$ cat config.mk
export PLATFORM = sky130hd
export DESIGN_NAME = cond_branch_unit
export DESIGN_NICKNAME = d
export VERILOG_FILES = /design/src/rtl/cond_pkg.sv /design/src/rtl/cond_eval.sv /design/src/rtl/cond_branch_unit.sv
export SDC_FILE = /design/constraint.sdc
export NUM_CORES = 1
export LEC_CHECK = 0
export CAP_MARGIN = 15
export CELL_PAD_IN_SITES_DETAIL_PLACEMENT = 1
export CELL_PAD_IN_SITES_GLOBAL_PLACEMENT = 2
export CORE_UTILIZATION = 27
export CTS_CLUSTER_SIZE = 10
export DETAILED_ROUTE_END_ITERATION = 8
export GPL_ROUTABILITY_DRIVEN = 0
export HOLD_SLACK_MARGIN = 0.15
export PLACE_DENSITY_LB_ADDON = 0.25
export REMOVE_ABC_BUFFERS = 1
export SLEW_MARGIN = 20
export SYNTH_ARGS = -nofsm -noshare
export SYNTH_HDL_FRONTEND = slang
export SYNTH_SLANG_ARGS = --single-unit
$ cat constraint.sdc
create_clock -name clk -period 2.7 [get_ports clk]
set_clock_uncertainty 0.05 [all_clocks]
set_input_delay 0.54 -clock clk [delete_from_list [all_inputs] [get_ports clk]]
set_output_delay 0.54 -clock clk [all_outputs]
set_load 0.02 [all_outputs]
$ cat src/rtl/cond_pkg.sv
// Shared definitions for the conditional-branch unit: condition codes,
// NZCV flag bit positions and the FSM state type.
package cond_pkg;

  localparam logic [3:0] CC_EQ = 4'd0;
  localparam logic [3:0] CC_NE = 4'd1;
  localparam logic [3:0] CC_CS = 4'd2;
  localparam logic [3:0] CC_CC = 4'd3;
  localparam logic [3:0] CC_MI = 4'd4;
  localparam logic [3:0] CC_PL = 4'd5;
  localparam logic [3:0] CC_VS = 4'd6;
  localparam logic [3:0] CC_VC = 4'd7;
  localparam logic [3:0] CC_HI = 4'd8;
  localparam logic [3:0] CC_LS = 4'd9;
  localparam logic [3:0] CC_GE = 4'd10;
  localparam logic [3:0] CC_LT = 4'd11;
  localparam logic [3:0] CC_GT = 4'd12;
  localparam logic [3:0] CC_LE = 4'd13;
  localparam logic [3:0] CC_AL = 4'd14;
  localparam logic [3:0] CC_NV = 4'd15;

  localparam int FLAG_N = 3;
  localparam int FLAG_Z = 2;
  localparam int FLAG_C = 1;
  localparam int FLAG_V = 0;

  typedef enum logic {
    ST_IDLE  = 1'b0,
    ST_FLUSH = 1'b1
  } state_t;

endpackage

$ cat src/rtl/cond_eval.sv
// Combinational condition-code evaluator: (NZCV flags, code) -> taken.
// Kept standalone so predicated-execution logic can reuse it.
module cond_eval
  import cond_pkg::*;
(
  input  logic [3:0] flags,
  input  logic [3:0] code,
  output logic       taken
);

  logic n, z, c, v;

  assign n = flags[FLAG_N];
  assign z = flags[FLAG_Z];
  assign c = flags[FLAG_C];
  assign v = flags[FLAG_V];

  always_comb begin
    // NOTE: the default assignment ahead of the case keeps every path driven, so no latch is inferred.
    taken = 1'b0;
    case (code)
      CC_EQ: taken = z;
      CC_NE: taken = !z;
      CC_CS: taken = c;
      CC_CC: taken = !c;
      CC_MI: taken = n;
      CC_PL: taken = !n;
      CC_VS: taken = v;
      CC_VC: taken = !v;
      CC_HI: taken = c && !z;
      CC_LS: taken = !c || z;
      CC_GE: taken = (n == v);
      CC_LT: taken = (n != v);
      CC_GT: taken = !z && (n == v);
      CC_LE: taken = z || (n != v);
      CC_AL: taken = 1'b1;
      CC_NV: taken = 1'b0;
      default: taken = 1'b0;
    endcase
  end

endmodule

$ cat src/rtl/cond_branch_unit.sv
// Execute-stage conditional-branch unit: NZCV flag register, branch evaluation,
// one-cycle PC redirect and a FLUSH_CYCLES-long flush. Define COND_FWD_EN to
// let a same-cycle set_cond feed the branch evaluation.
module cond_branch_unit
  import cond_pkg::*;
#(
  parameter int ADDR_W       = 16,
  parameter int FLUSH_CYCLES = 2
) (
  input  logic              clk,
  input  logic              rst_n,
  input  logic [3:0]        cond_in,
  input  logic              set_cond,
  input  logic              br_valid,
  output logic              br_ready,
  input  logic [3:0]        br_code,
  input  logic [ADDR_W-1:0] br_target,
  output logic              pc_redirect_valid,
  output logic [ADDR_W-1:0] pc_redirect,
  output logic              flush,
  output logic [3:0]        flags,
  output logic              busy
);

  localparam logic [3:0] FLUSH_LOAD = 4'(FLUSH_CYCLES - 1);

  state_t     state;
  logic [3:0] flush_cnt;
  logic [3:0] eval_flags;
  logic       br_taken;

`ifdef COND_FWD_EN
  assign eval_flags = set_cond ? cond_in : flags;
`else
  assign eval_flags = flags;
`endif

  cond_eval u_cond_eval (
    .flags (eval_flags),
    .code  (br_code),
    .taken (br_taken)
  );

  assign br_ready = (state == ST_IDLE);
  assign busy     = (state == ST_FLUSH);

  // NOTE: sequential state uses non-blocking assignments so every register samples pre-edge values.
  always_ff @(posedge clk or negedge rst_n) begin
    if (!rst_n) begin
      state             <= ST_IDLE;
      flush_cnt         <= 4'd0;
      flags             <= 4'd0;
      flush             <= 1'b0;
      pc_redirect_valid <= 1'b0;
      pc_redirect       <= '0;
    end else begin
      pc_redirect_valid <= 1'b0;
      case (state)
        ST_IDLE: begin
          if (set_cond) flags <= cond_in;
          if (br_valid && br_taken) begin
            state             <= ST_FLUSH;
            flush_cnt         <= FLUSH_LOAD;
            flush             <= 1'b1;
            pc_redirect_valid <= 1'b1;
            pc_redirect       <= br_target;
          end
        end
        ST_FLUSH: begin
          // Flag writes here come from squashed instructions and are dropped.
          if (flush_cnt == 4'd0) begin
            state <= ST_IDLE;
            flush <= 1'b0;
          end else begin
            flush_cnt <= flush_cnt - 4'd1;
          end
        end
        default: state <= ST_IDLE;
      endcase
    end
  end

endmodule

==> metrics.sh, run 1 <==
SETUP_VIOLATIONS=0
CRITPATHREQUIREDTIME_NS=2.82
CTS-BUFFERS-INSERTED=3
SYNTH_SEQ_AREA_SHARE=0.500
MAX-CAP-VIOLATIONS=0
DIE_WIDTH_UM=72.7
SYN-CELL-AREA_UM2=1350
POWER_DENSITY_nW_PER_UM2=1100
DRIVE_GT1_FRAC=0.241
MIN-DELAY-PATH-CLASS='reg2reg'
WORST_SETUP_PATH_START_KIND='input port'
ROUTED_WIRELENGTH_MM=3.18
CTS.HTREE.LEVELS=1
SYNTHESIS.AREA_PER_INSTANCE_UM2=13.6
ANTENNA_CELLS=0
FP.DIEH_UM=72.7
TIMING.SLEW.HEADROOM=0.645
PORT_BUFFERS=51
GRT_MAX_DEGREE=28
CELL_TYPES_OCCUPYING_THE_MOST_AREA_AFTER_SYNTHESIS='sky130_fd_sc_hd__dfrtp_1 (50%), sky130_fd_sc_hd__mux2_4 (14%), sky130_fd_sc_hd__mux2_2 (5.8%), sky130_fd_sc_hd__ha_1 (1.9%), sky130_fd_sc_hd__nand2b_1 (1.9%)'
LAYOUT.CORE_UTILIZATION=0.425
TIMING.SETUP.TNS_NS=0
TRITONCTS='done'
YOSYS.CELL_TYPES.COUNT=36
FLOW.AREA_GROWTH_FROM_SYNTHESIS_PCT=49.4
CTS_HOLD_BUFS=0
DRT_PRE_ANTENNA_ITERS=3
GRT.OVERFLOW.TOTAL=0
MAX_SLEW.WORST_PIN.SLEW_NS=0.527
YS.WARNINGS.COUNT=0
GRT_UTIL_ALL_LAYERS=0.127
YOSYSTOPAREACELLSHARE=0.500
DETAIL_ROUTE.WL_PER_CELL_UM=14.1
FINAL_MAX_SLEW_VIOL_COUNT=0
CTSROOTBUFFERMASTER='sky130_fd_sc_hd__clkbuf_8'
CLOCK_INSERTION_DELAY_AT_THE_LATER_PIN_OF_THE_SKEW_REPORT_NS=0.28
CLOCKBUFFERDEPTH=2
POST-ROUTE-PERIOD-UTIL=0.912
VIA_PER_INST=4.42
SYN_INST=99
GRT_PASS1_WL_MM=5.23
ROUTE.DETAILED.DRC=0
INITIAL_CORE_UTIL=0.284
FF2FF_PATH_DEPTH=6
POST_CTS.REPAIR.SETUP_BUFFERS=0
LAYOUT.CELLS.NON_FILLER=225
GRT_PASS1_VIAS=1130
GRT_SETUP_UNREPAIRED='false'
STATUS='finished clean'
VIAS=995
PERIOD_MINUS_SLACK_NS=2.46
GRT_ANTENNA_BEFORE_REPAIR=0
POST_CTS_RESIZED=0
POWER.STATIC_LEAKAGE_nW=0.854
YS_FF_LATCH=27
STD_CELL_ROWS=25
CLKSLEWWORSTSETUPHOLDPATHS_NS=0.10
CTS.SINKS=27
IO-PIN-COUNT=52
CP_MAX_FO=17
WHS_NS=0.457
VDD_DROP_MAX_mV=0.408
HOLD-PATH-CELL-COUNT=1
SYNTH_LARGEST_AREA_CELL='sky130_fd_sc_hd__dfrtp_1'
DRTANTENNAVIOLNETS=0
HOLD_FAILS_FINAL_RPT=0
FIN_NETS=189
CRITICAL_PATH.ENDPOINT_TYPE='flip-flop'
MAX_CLOCK_FREQ_GHz=0.406
TIMING.SETUP.CRITICAL_PATH_CLASS='in2reg'
PLACEABLECOREAREA_UM2=4750
DRT_FIRST_ITER_VIOLATIONS=14
ARRIVAL_NS=2.58
DIEAREA_UM2=5290
PLACED_CELLS=221
DP_HPWL_MM=2.47
-- per-layer routing --
metal	global-route usage	vias to the layer above	part of all wire
met5	0	-	0
met4	0.0305	0	0.0044
met3	0.0373	2	0.072
met2	0.197	39	0.45
met1	0.174	487	0.47
li1	-	467	-
-- state kept, by name, summed over array words and instances, names as in the netlist --
| signal | flops |
|---|---|
| flush | 1 |
| busy | 1 |
| pc_redirect | 16 |
| flush_cnt | 4 |
| pc_redirect_valid | 1 |
| flags | 4 |
-- path summary, 6_finish.rpt --
path	startpoint	endpoint	slack, ns
setup / recovery	br_code[0]	pc_redirect[4]$_DFFE_PN0P_	0.24
hold / removal	flush$_DFFE_PN0P_	flush$_DFFE_PN0P_	0.46
setup reg to reg	flags[2]$_DFFE_PN0P_	pc_redirect[4]$_DFFE_PN0P_	0.58
hold reg to reg	flush$_DFFE_PN0P_	flush$_DFFE_PN0P_	0.46
max in group asynchronous	rst_n	busy$_DFF_PN0_	1.76
min in group asynchronous	rst_n	pc_redirect[9]$_DFFE_PN0P_	0.58
-- final cells by class --
type / instances / area [um^2]
timing repair buffer: 59 / 583
clock inverter: 1 / 7.51
inverter: 5 / 18.8
fill: 520 / 2740
tap: 67 / 83.8
multi-input combinational: 63 / 609
sequential: 27 / 676
clock buffer: 3 / 41.3
-- placed cells by master (no fill, tap or decap), types with 2 or more instances in the layout --
master | netlist | final
sky130_fd_sc_hd__a21oi_1 | 2 | 2
sky130_fd_sc_hd__buf_4 | 0 | 7
sky130_fd_sc_hd__clkbuf_8 | 0 | 3
sky130_fd_sc_hd__clkdlybuf4s50_1 | 0 | 51
sky130_fd_sc_hd__dfrtp_1 | 27 | 27
sky130_fd_sc_hd__ha_1 | 2 | 2
sky130_fd_sc_hd__inv_1 | 5 | 5
sky130_fd_sc_hd__mux2_2 | 7 | 7
sky130_fd_sc_hd__mux2_4 | 13 | 13
sky130_fd_sc_hd__mux2i_1 | 2 | 2
sky130_fd_sc_hd__nand2_1 | 5 | 5
sky130_fd_sc_hd__nand2b_1 | 4 | 4
sky130_fd_sc_hd__nor2_1 | 3 | 3
sky130_fd_sc_hd__nor3_1 | 2 | 2
sky130_fd_sc_hd__or4_1 | 2 | 2
-- synthesized netlist by cell type (all sizes together) --
master	number
nand3	1
nand3b	1
o31ai	1
nor3b	1
and3b	1
o211a	1
ha	2
o2111ai	1
a21o	1
xor2	1
or3	1
a311oi	1
o22ai	1
o22a	1
a21oi	3
buf	4
mux2i	2
nor3	2
o21ai	1
nand2	5
or3b	1
nor2b	1
nor2	3
a221oi	1
or4	2
nand2b	4
mux2	20
inv	5
xnor2	1
or4b	1
dfrtp	27
or2	1
-- logic make-up after synthesis --
group | Yosys count | synth area share
AO/OA/AOI/OAI | 12 | 0.0852
flip-flops | 27 | 0.500
multiplexers | 22 | 0.218
AND/OR/NAND/NOR | 25 | 0.111
XOR/XNOR | 2 | 0.0185
buffers and inverters | 9 | 0.0491
adder cells (fa/ha/maj) | 2 | 0.0185
-- critical path, stage by stage --
cell                              delay, ns
sky130_fd_sc_hd__clkdlybuf4s50_1       0.61
sky130_fd_sc_hd__buf_4                 0.18
sky130_fd_sc_hd__nand2b_1              0.08
sky130_fd_sc_hd__a311oi_1              0.35
sky130_fd_sc_hd__a221oi_2              0.09
sky130_fd_sc_hd__a21oi_4               0.20
sky130_fd_sc_hd__buf_12                0.19
sky130_fd_sc_hd__mux2_2                0.34
-- report_power, final --
group          switching [mW]  internal (mW)  total (mW)
Combinational           0.548          0.683        1.23
Sequential              0.154          0.603       0.757
Clock                   0.139          0.105       0.244
Total                   0.841           1.39        2.23
-- per-stage QoR --
step / power [mW] / setup slack, ns / cell area, um^2
2_1_floorplan: 1.44 / 0.321 / 1300
3_5_place_dp: 2.01 / -0.0544 / 1970
6_report: 2.23 / 0.237 / 2020
5_1_grt: 2.37 / 0.156 / 2020
4_1_cts: 2.26 / 0.231 / 2020
3_3_place_gp: 1.98 / 0.0172 / 1970
Note: power is estimated with default switching activity, not from simulation.
==> run 2, diff against run 1 <==
--- a/config.mk
+++ b/config.mk
@@ -5,10 +5,10 @@
 export SDC_FILE = /design/constraint.sdc
 export NUM_CORES = 1
 export LEC_CHECK = 0
-export CAP_MARGIN = 15
 export CELL_PAD_IN_SITES_DETAIL_PLACEMENT = 1
 export CELL_PAD_IN_SITES_GLOBAL_PLACEMENT = 2
 export CORE_UTILIZATION = 27
+export CTS_CLUSTER_DIAMETER = 150
 export CTS_CLUSTER_SIZE = 10
 export DETAILED_ROUTE_END_ITERATION = 8
 export GPL_ROUTABILITY_DRIVEN = 0
==> results of run 2 <==
The final DEF is identical to that of run 1; final timing and power are the same.
